## src/rtl/hazard_stall_unit_if.sv

```systemverilog
// ID-stage view for the hazard/stall unit: instruction fields in,
// stall controls and the stall counter out.
interface hazard_stall_unit_if #(
    parameter int CNT_W = 16
);
    logic             id_valid;
    logic             id_kill;
    logic [4:0]       id_rs;
    logic [4:0]       id_rt;
    logic             id_uses_rs;
    logic             id_uses_rt;
    logic [4:0]       id_rd;
    logic             id_regwrite;
    logic             id_is_load;
    logic             id_is_mdu;
    logic             id_reads_hilo;
    logic             stall;
    logic             pc_write;
    logic             if_id_write;
    logic             id_ex_bubble;
    logic             mdu_busy;
    logic [CNT_W-1:0] stall_count;

    modport master (
        output id_valid, id_kill, id_rs, id_rt,
        output id_uses_rs, id_uses_rt, id_rd,
        output id_regwrite, id_is_load, id_is_mdu,
        output id_reads_hilo,
        input  stall, pc_write, if_id_write,
        input  id_ex_bubble, mdu_busy, stall_count
    );

    modport slave (
        input  id_valid, id_kill, id_rs, id_rt,
        input  id_uses_rs, id_uses_rt, id_rd,
        input  id_regwrite, id_is_load, id_is_mdu,
        input  id_reads_hilo,
        output stall, pc_write, if_id_write,
        output id_ex_bubble, mdu_busy, stall_count
    );
endinterface

```

## src/rtl/hazard_stall_unit.sv

```systemverilog
// Load-use and HI/LO-vs-MDU hazard detection between ID and EX,
// with PC/IF-ID freeze, ID/EX bubble and a saturating stall counter.
module hazard_stall_unit #(
    parameter int MDU_LATENCY = 4,
    parameter int CNT_W       = 16
) (
    input  logic                 clk,
    input  logic                 rst_n,
    hazard_stall_unit_if.slave   bus
);
    logic             ex_load;
    logic [4:0]       ex_rd;
    logic [3:0]       mdu_cnt;
    logic [CNT_W-1:0] cnt;

    logic v;
    logic issue;
    logic rs_hit;
    logic rt_hit;
    logic lu;
    logic mh;
    logic busy;
    logic stall;

    assign v      = bus.id_valid & ~bus.id_kill;
    assign busy   = (mdu_cnt != 4'd0);
    assign rs_hit = bus.id_uses_rs & (bus.id_rs == ex_rd);
    assign rt_hit = bus.id_uses_rt & (bus.id_rt == ex_rd);
    assign lu     = v & ex_load & (ex_rd != 5'd0) & (rs_hit | rt_hit);
    assign mh     = v & busy & (bus.id_reads_hilo | bus.id_is_mdu);
    assign stall  = lu | mh;
    assign issue  = v & ~stall;

    assign bus.stall        = stall;
    assign bus.pc_write     = ~stall;
    assign bus.if_id_write  = ~stall;
    assign bus.id_ex_bubble = stall;
    assign bus.mdu_busy     = busy;
    assign bus.stall_count  = cnt;

    // A stalled or empty slot enters EX as a bubble, so ex_load drops.
    always_ff @(posedge clk) begin
        if (!rst_n) begin
            ex_load <= 1'b0;
            ex_rd   <= 5'd0;
        end else if (issue) begin
            ex_load <= bus.id_is_load & bus.id_regwrite;
            ex_rd   <= bus.id_rd;
        end else begin
            ex_load <= 1'b0;
        end
    end

    always_ff @(posedge clk) begin
        if (!rst_n) begin
            mdu_cnt <= 4'd0;
        end else if (issue && bus.id_is_mdu) begin
            mdu_cnt <= 4'(MDU_LATENCY);
        end else if (busy) begin
            mdu_cnt <= mdu_cnt - 4'd1;
        end
    end

    always_ff @(posedge clk) begin
        if (!rst_n) begin
            cnt <= '0;
        end else if (stall && (cnt != {CNT_W{1'b1}})) begin
            cnt <= cnt + 1'b1;
        end
    end
endmodule

```

## src/flat_wrapper.sv

```systemverilog
// flat-port wrapper written by rule: the top's interface ports become plain ports
module hazard_stall_unit_flat 
#(
    parameter int MDU_LATENCY = 4,
    parameter int CNT_W       = 16
)
  (clk, rst_n, bus_id_valid, bus_id_kill, bus_id_rs, bus_id_rt, bus_id_uses_rs, bus_id_uses_rt, bus_id_rd, bus_id_regwrite, bus_id_is_load, bus_id_is_mdu, bus_id_reads_hilo, bus_stall, bus_pc_write, bus_if_id_write, bus_id_ex_bubble, bus_mdu_busy, bus_stall_count);
  hazard_stall_unit_if #(.CNT_W(CNT_W)) bus_i ();
  input  logic clk;
  input  logic rst_n;
  input wire logic [$bits(bus_i.id_valid)-1:0] bus_id_valid;
  input wire logic [$bits(bus_i.id_kill)-1:0] bus_id_kill;
  input wire logic [$bits(bus_i.id_rs)-1:0] bus_id_rs;
  input wire logic [$bits(bus_i.id_rt)-1:0] bus_id_rt;
  input wire logic [$bits(bus_i.id_uses_rs)-1:0] bus_id_uses_rs;
  input wire logic [$bits(bus_i.id_uses_rt)-1:0] bus_id_uses_rt;
  input wire logic [$bits(bus_i.id_rd)-1:0] bus_id_rd;
  input wire logic [$bits(bus_i.id_regwrite)-1:0] bus_id_regwrite;
  input wire logic [$bits(bus_i.id_is_load)-1:0] bus_id_is_load;
  input wire logic [$bits(bus_i.id_is_mdu)-1:0] bus_id_is_mdu;
  input wire logic [$bits(bus_i.id_reads_hilo)-1:0] bus_id_reads_hilo;
  output wire logic [$bits(bus_i.stall)-1:0] bus_stall;
  output wire logic [$bits(bus_i.pc_write)-1:0] bus_pc_write;
  output wire logic [$bits(bus_i.if_id_write)-1:0] bus_if_id_write;
  output wire logic [$bits(bus_i.id_ex_bubble)-1:0] bus_id_ex_bubble;
  output wire logic [$bits(bus_i.mdu_busy)-1:0] bus_mdu_busy;
  output wire logic [$bits(bus_i.stall_count)-1:0] bus_stall_count;
  assign bus_i.id_valid = bus_id_valid;
  assign bus_i.id_kill = bus_id_kill;
  assign bus_i.id_rs = bus_id_rs;
  assign bus_i.id_rt = bus_id_rt;
  assign bus_i.id_uses_rs = bus_id_uses_rs;
  assign bus_i.id_uses_rt = bus_id_uses_rt;
  assign bus_i.id_rd = bus_id_rd;
  assign bus_i.id_regwrite = bus_id_regwrite;
  assign bus_i.id_is_load = bus_id_is_load;
  assign bus_i.id_is_mdu = bus_id_is_mdu;
  assign bus_i.id_reads_hilo = bus_id_reads_hilo;
  assign bus_stall = bus_i.stall;
  assign bus_pc_write = bus_i.pc_write;
  assign bus_if_id_write = bus_i.if_id_write;
  assign bus_id_ex_bubble = bus_i.id_ex_bubble;
  assign bus_mdu_busy = bus_i.mdu_busy;
  assign bus_stall_count = bus_i.stall_count;
  hazard_stall_unit #(.MDU_LATENCY(MDU_LATENCY), .CNT_W(CNT_W)) u_core (.clk(clk), .rst_n(rst_n), .bus(bus_i));
endmodule
```

## config.mk

```make
export PLATFORM = sky130hd
export DESIGN_NAME = hazard_stall_unit_flat
export DESIGN_NICKNAME = d
export VERILOG_FILES = /design/src/rtl/hazard_stall_unit_if.sv /design/src/rtl/hazard_stall_unit.sv /design/src/flat_wrapper.sv
export SDC_FILE = /design/constraint.sdc
export NUM_CORES = 1
export LEC_CHECK = 0
export ABC_AREA = 1
export BUFFER_PORTS_ARGS = -buffer_cell sky130_fd_sc_hd__buf_2
export CAP_MARGIN = 20
export CORE_UTILIZATION = 50
export CTS_CLUSTER_DIAMETER = 50
export CTS_CLUSTER_SIZE = 10
export DETAILED_ROUTE_END_ITERATION = 12
export PLACE_DENSITY = 0.83
export SETUP_SLACK_MARGIN = 0.1
export SLEW_MARGIN = 15
export SYNTH_ARGS = -nofsm -noshare
export SYNTH_HDL_FRONTEND = slang
export SYNTH_SLANG_ARGS = --single-unit
```

## constraint.sdc

```tcl
create_clock -name clk -period 1.78 [get_ports clk]
set_input_delay 0.178 -clock clk [delete_from_list [all_inputs] [get_ports clk]]
set_output_delay 0.178 -clock clk [all_outputs]
set_load 0.005 [all_outputs]
```

==> flow_summary_export.csv <==
group,metric,value,unit
status,status,"finished clean",
clock_network,htree_num_levels,1,
sta,skew,2.83,ps
yosys,synth_top_cell_by_area,"dfxtp_1",
finish,diodes,0,
setup_path,path_cells,"inv_2, ha_4, nand3_4, o211ai_1, buf_4, nand3_1, nand2_1, nand2_1, nor2_1",
yosys,synth_area_leaders,"dfxtp_1 (32%), nand2_1 (17%), nand3_1 (8.5%)",
grt,grt_pass1_wl,6.94,mm
finish,final_cell_area,2280,um2
clock_network,cts_made_buffers,3,
finish,final_common_cell,"nand2_1",
finish,nets,358,
grt,grt_max_degree,17,
detailed_routing,vias,1875,
sta,whs,90.2,ps
detailed_routing,drtIter0Drc,125,
finish,fillers,255,
die,core_area,3080,um2
sta,clock.fmax,0.584,GHz
clock_network,cts_tree,"done",
grt,antenna_found_initial,0,
setup_path,path_class,"register to register",
grt,grt_pass1_vias,1698,
pwr,p_per_area,708,nW/um2
finish,drive_gt1_share,36.8,%
place,placed_cells,349,
yosys,syn_area,1650,um2
yosys,synth_top_cell_area_share,31.6,%
finish,multi_input_area,1030,um2
pwr,peakVddDrop,321,uV
clock_network,cts_root_buf,"clkbuf_4",
clock_network,clockBufferDepth,2,
yosys,synth_seq_cells,26,
yosys,synthCells,258,
sta,worst_slack,67.3,ps
die,die_width,59.4,um
die,die_height,59.4,um
sta,slew_headroom,64.5,%
detailed_routing,viasPerCell,5.03,
setup_path,cp.required,2040,ps
min_path,holdPathEnd,"u_core.ex_rd[0]",
place,post-dp-hpwl,2.79,mm
detailed_routing,routed_wl,4.50,mm
place,dp_slack,75.8,ps
sta,setup_viol,0,
sta,worst_slew_pin_slew,532,ps
sta,period_minus_slack,1710,ps
setup_path,r2r-end,"u_core.ex_rd[2]",
pwr,leakage,0.00114,uW
setup_path,cp-start-kind,"register",
place,gp_congestion,0.867,
finish,regArea,536,um2
yosys,yosys_warnings,0,
detailed_routing,drcViolationCount,0,
pwr,p_total,1620,uW
setup_path,cp_common_cell,"nand2_1",
clock_network,cts.reportedPaths.clkPinSlew,140,ps
setup_path,crit_path_max_incr_delay,350,ps
yosys,yosysSeqAreaShare,31.6,%
die,die-area,3530,um2
clock_network,clk_latency,310,ps
setup_path,worst-r2r-setup-slack,70,ps
grt,grt_usage,25.5,%
setup_path,reg2regPathDepth,9,
setup_path,cp_slowest_cell,"dfxtp_2",
grt,grt_overflow,0,
place,portBuffers,45,
clock_network,clock_sinks,26,
setup_path,crit_arrival,1970,ps
sta,final_max_slew_viol_count,0,
setup_path,r2r-start,"u_core.mdu_cnt[1]",
die,num_io_pins,46,
detailed_routing,drtPass1Iterations,4,
setup_path,worstPathMaxFanout,11,
finish,mostFrequentLayoutCells,"nand2_1 (67), buf_2 (43), nor2_1 (33)",
yosys,syn_nets,285,
yosys,synth.avg_cell_area,6.39,um2
die,rows,20,
place,placed_area,1970,um2
sta,final-hold-violation-count,0,
die,initial_utilization,53.5,%
sta,rsz0062_at_grt,"true",
min_path,hp-start,"bus_id_rd[0]",
detailed_routing,drtAntennaViolNets,0,
setup_path,endpoint_kind,"register",
min_path,hold_class,"input pin to register",
finish,final_cells,373,
detailed_routing,wl_per_cell,12.1,um
min_path,hold_depth,3,
sta,fin_crit_sh,96.2,%
finish,synthToLayoutAreaGrowth,38.6,%
yosys,synth.distinct_cells,26,
job,drv_cap,0,
==> cells in the mapped netlist <==
master and number:
nand2_2 2, nor3_4 1, nand3_1 28, xnor2_1 7
nor2_4 1, mux2i_1 1, nor2_1 34, o211ai_1 1
o21ai_0 4, nand4_1 4, nand2_4 1, xor2_1 6
ha_1 2, buf_2 3, nand2_1 74, nand4_4 1
buf_4 3, buf_6 2, nor3_1 5, or2_2 1
a21oi_1 16, inv_2 3, inv_1 29, dfxtp_1 26
a21oi_2 1, clkbuf_1 2
==> worst max-delay path by stage <==
stage                                          from                        end  slack [ps]
after floorplan           u_core.bus.stall_count[0]  u_core.bus.stall_count[0]         100
after global placement            u_core.mdu_cnt[0]  u_core.bus.stall_count[5]         130
after detailed placement  u_core.bus.stall_count[0]  u_core.bus.stall_count[8]          80
after CTS                           u_core.ex_rd[4]            bus_if_id_write          80
after global routing              u_core.mdu_cnt[1]            u_core.ex_rd[2]         -50
final                             u_core.mdu_cnt[1]            u_core.ex_rd[2]          70
==> per-stage QoR <==
step           TNS (ps)  util, %
5_1_grt            -242     74.2
3_3_place_gp          0     64.0
2_1_floorplan         0        -
6_report              0     74.2
4_1_cts               0     73.4
3_5_place_dp          0     64.0
==> repair_timing <==
action                                  in CTS  in global routing
resized for setup                           32                 11
hold buffers                                 0                  0
setup buffers                               18                  3
pin swaps                                   12                 14
cloned                                       1                  0
endpoints found under the setup margin      20                 25
hold endpoints to repair                     0                  0
==> report_power, final <==
group          switching (uW)  internal [uW]  leakage [uW]
Clock                     169           79.2     0.0000138
Combinational             351            334      0.000914
Sequential               40.6            644      0.000216
==> worst max-delay path, delay by kind of cell, from the launching register on <==
family,cells,cell delay [ps]
simple gates,5,710
flops,1,350
buf+inv,2,270
compound gates,1,170
fa+ha+maj,1,160
==> layout make-up <==
class	count	share of cell area, %
clock buffer	3	0.986
inverter	32	5.59
sequential	26	23.5
multi-input combinational	190	45.1
timing repair buffer	78	22.5
tap	44	2.41
==> logic make-up (layout without fill, tap and decap cells) <==
logic type | Yosys count | in the layout | share of synthesized area, %
AND/OR/NAND/NOR | 152 | 152 | 40.9
buffers and inverters | 42 | 113 | 11.4
flip-flops | 26 | 26 | 31.6
AO/OA/AOI/OAI | 22 | 22 | 7.06
XOR/XNOR | 13 | 13 | 6.91
adder cells (fa/ha/maj) | 2 | 2 | 1.52
multiplexers | 1 | 1 | 0.607
==> registers in the layout, summed over array words and instances (netlist names) <==
signal                  flops
u_core.ex_rd                5
u_core.mdu_cnt              4
u_core.ex_load              1
u_core.bus.stall_count     16
==> routing by layer <==
layer / part of all wire (%) / global-route usage, % / up-vias / routed length [um]
met5: 0 / 0 / - / 0
met4: 1.1 / 7.82 / 0 / 48
met3: 3.9 / 2.18 / 8 / 175
met2: 54 / 49.4 / 63 / 2410
met1: 41 / 28.8 / 854 / 1860
li1: - / - / 950 / -
(Power assumes the default switching activity.)
